===== config.mk =====
export PLATFORM = sky130hd
export DESIGN_NAME = cfa_window_mac
export DESIGN_NICKNAME = d
export VERILOG_FILES = /design/src/rtl/cfa_window_mac.sv
export SDC_FILE = /design/constraint.sdc
export NUM_CORES = 2
export LEC_CHECK = 0
export CORE_MARGIN = 2
export CORE_UTILIZATION = 60
export DETAILED_ROUTE_END_ITERATION = 8
export HOLD_SLACK_MARGIN = 0.03
export PLACE_DENSITY = 0.75
export SETUP_SLACK_MARGIN = 0.5
export SYNTH_ARGS = -nofsm -noshare
export SYNTH_HDL_FRONTEND = slang
export SYNTH_SLANG_ARGS = --single-unit

===== constraint.sdc =====
create_clock -name clk -period 11.01 [get_ports clk]
set_clock_uncertainty 0.2 [all_clocks]
set_input_delay 2.7525 -clock clk [delete_from_list [all_inputs] [get_ports clk]]
set_output_delay 2.7525 -clock clk [all_outputs]
set_load 0.005 [all_outputs]

===== src/rtl/cfa_window_mac.sv =====
// cfa_window_mac: weighted sum over the upstream 1D shift-buffer window.
// Each tap is multiplied by a programmable signed coefficient and the products
// are summed. The sum is scaled by 2^-FracBits and clipped to one signed
// DataBitWidth pixel. An internal fill counter suppresses output until the
// window holds real samples. Pipeline: E0 qualify, E1 multiply, E2 sum,
// E3 scale/clip/output.
//
// Optional feature: define CFA_MAC_ROUND_EN to round half toward +inf before
// the scaling shift. Without it the scaling is a plain arithmetic shift (floor).
//
// Ports:
//   clk, rst     clock, synchronous active-high reset
//   en, shift    same qualifiers as driven to the upstream buffer
//   win_in       flattened window, tap k at [k*DataBitWidth +: DataBitWidth],
//                tap BufferSize-1 newest
//   coeff_in     signed coefficients, same packing as win_in
//   coeff_load   capture coeff_in into the coefficient bank
//   d_out        signed filtered pixel
//   d_valid      one-cycle strobe per accepted full window
//   sat          d_out was clipped (qualified by d_valid)
module cfa_window_mac #(
  parameter int unsigned DataBitWidth  = 12,
  parameter int unsigned BufferSize    = 5,
  parameter int unsigned CoeffBitWidth = 8,
  parameter int unsigned FracBits      = 6
) (
  input  logic                                    clk,
  input  logic                                    rst,
  input  logic                                    en,
  input  logic                                    shift,
  input  logic [BufferSize*DataBitWidth-1:0]      win_in,
  input  logic [BufferSize*CoeffBitWidth-1:0]     coeff_in,
  input  logic                                    coeff_load,
  output logic signed [DataBitWidth-1:0]          d_out,
  output logic                                    d_valid,
  output logic                                    sat
);

  localparam int unsigned D      = DataBitWidth;
  localparam int unsigned N      = BufferSize;
  localparam int unsigned C      = CoeffBitWidth;
  localparam int unsigned F      = FracBits;
  localparam int unsigned ProdW  = D + C;
  localparam int unsigned SumW   = D + C + $clog2(N);
  localparam int unsigned CntW   = $clog2(N + 1);
  localparam int unsigned Center = N / 2;

`ifdef CFA_MAC_ROUND_EN
  localparam int unsigned ScW = SumW + 1;
`else
  localparam int unsigned ScW = SumW;
`endif

  localparam logic signed [C-1:0]   Unity = C'(1 << F);
  localparam logic signed [ScW-1:0] MaxV  = {{(ScW-D+1){1'b0}}, {(D-1){1'b1}}};
  localparam logic signed [ScW-1:0] MinV  = {{(ScW-D+1){1'b1}}, {(D-1){1'b0}}};

  logic                    shift_ev_c;
  logic [CntW-1:0]         fill_cnt;
  logic [CntW-1:0]         fill_nxt_c;
  logic                    shift_d;
  logic                    full_d;
  logic                    v1;
  logic                    v2;
  logic signed [C-1:0]     coef [N];
  logic signed [ProdW-1:0] prod [N];
  logic signed [SumW-1:0]  sum;
  logic signed [SumW-1:0]  sum_c;
  logic signed [ScW-1:0]   scaled_c;
  logic signed [D-1:0]     clip_c;
  logic                    sat_c;

  // Shift event and the fill count it produces.
  always_comb begin
    shift_ev_c = en && shift;
    fill_nxt_c = fill_cnt;
    if (shift_ev_c && (fill_cnt != CntW'(N))) begin
      fill_nxt_c = fill_cnt + CntW'(1);
    end
  end

  // Coefficient bank; resets to a pass-through of the centre tap.
  always_ff @(posedge clk) begin
    if (rst) begin
      for (int unsigned k = 0; k < N; k++) begin
        coef[k] <= (k == Center) ? Unity : '0;
      end
    end else if (coeff_load) begin
      for (int unsigned k = 0; k < N; k++) begin
        coef[k] <= coeff_in[k*C +: C];
      end
    end
  end

  // Stage 0: fill tracking and shift qualification.
  always_ff @(posedge clk) begin
    if (rst) begin
      fill_cnt <= '0;
      shift_d  <= 1'b0;
      full_d   <= 1'b0;
    end else begin
      fill_cnt <= fill_nxt_c;
      shift_d  <= shift_ev_c;
      full_d   <= (fill_nxt_c == CntW'(N));
    end
  end

  // Stage 1: per-tap products; the window settled at the previous edge.
  always_ff @(posedge clk) begin
    if (rst) begin
      v1 <= 1'b0;
      for (int unsigned k = 0; k < N; k++) begin
        prod[k] <= '0;
      end
    end else begin
      v1 <= shift_d && full_d;
      if (shift_d) begin
        for (int unsigned k = 0; k < N; k++) begin
          prod[k] <= ProdW'($signed(win_in[k*D +: D])) * ProdW'(coef[k]);
        end
      end
    end
  end

  // Full-precision adder tree; SumW leaves headroom for N products.
  always_comb begin
    sum_c = '0;
    for (int unsigned k = 0; k < N; k++) begin
      sum_c = sum_c + SumW'(prod[k]);
    end
  end

  // Stage 2: register the sum.
  always_ff @(posedge clk) begin
    if (rst) begin
      sum <= '0;
      v2  <= 1'b0;
    end else begin
      sum <= sum_c;
      v2  <= v1;
    end
  end

  // Scale by 2^-F (optionally rounded half toward +inf).
`ifdef CFA_MAC_ROUND_EN
  localparam logic signed [ScW-1:0] Half = ScW'(1) << (F - 1);
  logic signed [ScW-1:0] rnd_c;
  always_comb begin
    rnd_c    = ScW'(sum) + Half;
    scaled_c = rnd_c >>> F;
  end
`else
  always_comb begin
    scaled_c = sum >>> F;
  end
`endif

  // Clip to one signed pixel.
  always_comb begin
    clip_c = scaled_c[D-1:0];
    sat_c  = 1'b0;
    if (scaled_c > MaxV) begin
      clip_c = MaxV[D-1:0];
      sat_c  = 1'b1;
    end else if (scaled_c < MinV) begin
      clip_c = MinV[D-1:0];
      sat_c  = 1'b1;
    end
  end

  // Stage 3: output; data holds through bubbles.
  always_ff @(posedge clk) begin
    if (rst) begin
      d_out   <= '0;
      sat     <= 1'b0;
      d_valid <= 1'b0;
    end else begin
      d_valid <= v2;
      if (v2) begin
        d_out <= clip_c;
        sat   <= sat_c;
      end
    end
  end

endmodule


=== Word-level counts from Yosys, hierarchy flattened ===
Memory sizes are Yosys's and may differ from the RTL's.
Index checks and enable logic that the tools add are counted.
W data, S select, Z words.

* Add/sub/neg operators: 5
* Multiply operators: 5
* Magnitude comparators: 2
* Equality and inequality tests: 2
* Muxes and demuxes: 23
* Bitwise logic cells: 10
* Reduce and logical (&&, ||, !) cells: 3

{| class="wikitable"
|+ Operators with widths
! operator !! count
|-
| $mul A12 B8 Y20 || 5
|-
| $mux W20 || 5
|-
| $mux W8 || 5
|-
| $mux W12 || 2
|-
| $add A22 B20 Y23 || 1
|-
| $add A23 B20 Y23 || 1
|-
| $add A21 B20 Y22 || 1
|-
| $add A20 B20 Y21 || 1
|-
| $gt A17 B12 Y1 const B || 1
|-
| $lt A17 B12 Y1 const B || 1
|-
| $mux W1 || 10
|-
| $or A1 B1 Y1 || 10
|-
| $add A3 B1 Y3 const B || 1
|-
| $eq A3 B3 Y1 const B || 1
|-
| $logic_and A1 B1 Y1 || 3
|-
| $mux W3 || 1
|-
| $ne A3 B3 Y1 const B || 1
|}

* Bits in registers: 44
* RAM bits: 140
* Input port bits: 105
* Output and inout bits: 14
* Word-level logic and storage cells: 61
* Memories kept: 2

{| class="wikitable"
|+ Memory list
! name !! words !! bits a word !! read ports !! clocked after memory_dff !! write ports !! RTL line !! RTL
|-
| prod || 5 || 20 || 5 || 0 || 5 || 66 || <nowiki>logic signed [ProdW-1:0] prod [N];</nowiki>
|-
| coef || 5 || 8 || 5 || 0 || 5 || 65 || <nowiki>logic signed [C-1:0] coef [N];</nowiki>
|}

=== Logic depth before layout (Yosys ltp) ===
* Depth after elaboration: 4
* Depth in mapped cells: 18
* Gate-level depth less buffers: 17

=== Worst setup path after synthesis ===
No wires, ideal clock.

* Path kind: in2reg
* Start point: in win_in[7]
* End point: mem prod[0][19] (netlist bit) (data pin)
* Library setup time: 269 ps
* Data arrival time: 6,487 ps
* Required time: 10,541 ps
* Path slack: 4,054 ps
* Stages on the path: 15
* Buffers on the path: 0
* Path through: and2_1 fa_1 inv_1 fa_1 fa_1 fa_1 inv_1 ha_1 o21a_1 a2111o_1 a21oi_1 a211oi_1 o211ai_1 nand3_1 nor3b_1

{| class="wikitable"
|+ RTL lines
! item !! RTL line !! RTL
|-
| start: declaration || 31 || <nowiki>input logic [BufferSize*DataBitWidth-1:0] win_in,</nowiki>
|-
| end: declaration || 66 ||
|}

==> results.sh <==
export IMPL_cp_required_ns=11.03
export IMPL_ys_flop_type="edfxtp_1"
export IMPL_avgRoutedWirePerCell_um=16.1
export IMPL_grt_pass1_vias=18700
export IMPL_place_ws_ns=3.10
export IMPL_drv_cap=0
export IMPL_clkPwrFrac_pct=13.7
export IMPL_nets=3514
export IMPL_wirelength_um=53200
export IMPL_vias=17600
export IMPL_die_w_um=212
export IMPL_holdWs_ns=0.242
export IMPL_leakage_nw=13.5
export IMPL_antenna_found_initial=0
export IMPL_gp_congestion=0.914
export IMPL_peakVddDrop_mv=0.126
export IMPL_cpMaxStageDelayCell="clkdlybuf4s50_1"
export IMPL_mostFrequentLayoutCells="inv_1 (624), fa_1 (456), and2_1 (344)"
export IMPL_drive_above_1_share_pct=2.03
export IMPL_synthDistinctLibCells=59
export IMPL_pwr_share_comb_pct=68.3
export IMPL_syn_to_final_growth_pct=8.82
export IMPL_grt_usage_pct=25.8
export IMPL_synthTopCellsByArea="fa_1 (35%), edfxtp_1 (16%), ha_1 (10%)"
export IMPL_final_common_cell="inv_1"
export IMPL_slowest_delay_ns=0.64
export IMPL_final_setup_worst_slack_ns=3.62
export IMPL_cts_buffers=17
export IMPL_grt_pass1_wl_um=90400
export IMPL_cts_tree="done"
export IMPL_cts_sinks=178
export IMPL_path_buf_inv=2
export IMPL_synth_top_cell_area_share_pct=35.3
export IMPL_clock_latency_ns=0.49
export IMPL_async_flop_share_pct=0
export IMPL_ant_nets=0
export IMPL_max_freq_mhz=135
export IMPL_tns_ns=0
export IMPL_synth_edff_count=140
export IMPL_relSlewSlack_pct=19.7
export IMPL_critical_path_top_delay_family="adder cells"
export IMPL_setup_viol=0
export IMPL_htree_levels=4
export IMPL_drv_slew=0
export IMPL_outcome="complete, no violations"
export IMPL_rsz0062_at_grt="no"
export IMPL_post_cts_resized=0
export IMPL_diodes=0
export IMPL_finalCriticalPeriod_ns=7.39
export IMPL_p_seq_share_pct=18.0
export IMPL_ys_warn_count=0
export IMPL_p_int_mw=2.62
export IMPL_path_cells="clkdlybuf4s50_1, nand2_1, fa_1, fa_1, fa_1, fa_1, inv_1, ha_1, o21a_1, a2111o_1, a21oi_1, a211oi_1, o211ai_1, nand3_1, nor3b_1"
export IMPL_dr_pass1_iters=7
export IMPL_final_hold_viol_count=0
export IMPL_drc_errors=0
export IMPL_powerDensity_nw_per_um2=175
export IMPL_crit_path_end_kind="register"
export IMPL_cts_max_path_buffers=2
export IMPL_post_cts_setup_buffer_count=0
export IMPL_die_area_um2=44800
export IMPL_switching_share_pct=46.8
export IMPL_ioPinCount=119
export IMPL_place_port_buffers=118
export IMPL_crit_arrival_ns=7.41
export IMPL_path_max_fanout=8
export IMPL_start_util_pct=60.5
export IMPL_cts_hold_fix_buffers=0
export IMPL_drtIter0Drc=1038
export IMPL_vias_per_cell=5.33
export IMPL_timing_final_crit_share_pct=67.1
export IMPL_synth_seq_cells=178
export IMPL_grt_overflow=0
export IMPL_power_switching_mw=2.31
export IMPL_yosysTopAreaCell="fa_1"
export IMPL_path_class="primary input to register"
export IMPL_cp_common_cell="fa_1"
export IMPL_fp_row_count=76
export IMPL_tightest_slew_ns=1.19
export IMPL_synth_seq_area_share_pct=19.2
export IMPL_startpoint_type="primary input"
export IMPL_dp_hpwl_um=43900
export IMPL_min_path_type="register to register"
export IMPL_synth_nets=3438
export IMPL_die_h_um=212
export IMPL_syn_cell_area_um2=25900
export IMPL_path_clk_slew_ns=0.08
export IMPL_synthCells=2669
export IMPL_clock_root_buffer="clkbuf_16"
export IMPL_nFillCells=3390
export IMPL_core_um2=42800
export IMPL_syn_area_per_cell_um2=9.70
export IMPL_grt_max_degree=71
[layer usage]
metal	up-vias	global-route usage (%)	routed length, µm
li1	8308	-	-
met1	8827	34.7	23500
met2	391	43.3	26400
met3	82	4.08	2270
met4	0	7.70	1040
met5	-	0	0
[power by group through the flow]
stage | clock network (mW) | logic [mW] | registers (mW)
3_5_place_dp | 0 | 3.35 | 0.900
2_1_floorplan | 0 | 2.63 | 0.852
3_3_place_gp | 0 | 3.25 | 0.899
6_report | 0.675 | 3.36 | 0.886
4_1_cts | 0.682 | 3.38 | 0.886
5_1_grt | 0.703 | 3.85 | 0.896
[layout make-up]
cell class | instances | area [µm²] | share of cell area [%]
inverters | 624 | 2340 | 8.31
flip-flops and latches | 178 | 4960 | 17.6
clock buffers | 17 | 425 | 1.51
multi-input cells | 1801 | 18300 | 65.1
clock inverters | 15 | 194 | 0.688
repair buffers | 123 | 1210 | 4.31
well taps | 546 | 683 | 2.43
[registers in the layout (all words and copies together), names as in the netlist, 3 cells and up]
name and flops:
coef 40, d_out 12, fill_cnt 3, prod 100, sum 17
[synthesized netlist by cell type (all sizes together) (19+ instances only)]
| master | count |
|---|---|
| inv | 624 |
| fa | 456 |
| and2 | 345 |
| ha | 208 |
| nand2 | 169 |
| edfxtp | 140 |
| nor2 | 138 |
| a21oi | 68 |
| clkbuf | 64 |
| xnor2 | 58 |
| o21ai | 45 |
| nand2b | 40 |
| dfxtp | 38 |
| nor3 | 37 |
| xor2 | 28 |
| a21o | 25 |
| nor2b | 19 |
[metrics by stage]
stage / cells / util (%) / area, µm² / power, mW
finish: 3304 / 65.8 / 28200 / 4.92
global route: 3304 / 65.8 / 28200 / 5.45
CTS: 3304 / 65.8 / 28200 / 4.95
detailed placement: 3272 / 64.4 / 27600 / 4.25
global placement: 3272 / 64.4 / 27600 / 4.15
floorplan: 2669 / - / 25900 / 3.49
[kinds of logic (layout without fill, tap and decap cells)]
group / Yosys count / in the layout / synth area share, %
AO/OA/AOI/OAI: 234 / 234 / 5.88
adder cells (fa/ha/maj): 664 / 664 / 45.3
buffers and inverters: 690 / 779 / 10.0
multiplexers: 6 / 6 / 0.237
XOR/XNOR: 86 / 86 / 2.91
flip-flops: 178 / 178 / 19.2
AND/OR/NAND/NOR: 811 / 811 / 16.5
[final timing paths]
path / start / endpoint / slack, ns / depth (start not counted)
hold reg to reg: full_d$_SDFF_PP0_ / v1$_SDFF_PP0_ / 0.24 / 1
hold / removal: full_d$_SDFF_PP0_ / v1$_SDFF_PP0_ / 0.24 / 1
setup / recovery: win_in[2] / prod[0][19]$_SDFFCE_PN0P_ / 3.62 / 15
setup reg to reg: coef[0][18]$_SDFFCE_PN0P_ / prod[0][57]$_SDFFCE_PN0P_ / 5.84 / 16
[worst register-to-register path, cell delays in order (launching register included)]
cell and delay, ns:
edfxtp_1 0.67, nand2_1 0.25, fa_1 0.53, inv_1 0.06, fa_1 0.49, fa_1 0.51
inv_1 0.05, fa_1 0.47, inv_1 0.04, ha_1 0.34, a21o_1 0.22, a31o_2 0.23
a21o_1 0.17, a31oi_1 0.20, o21ai_0 0.21, xnor2_1 0.20, nor2_1 0.05
No activity file was read; power rests on OpenSTA's default activity.
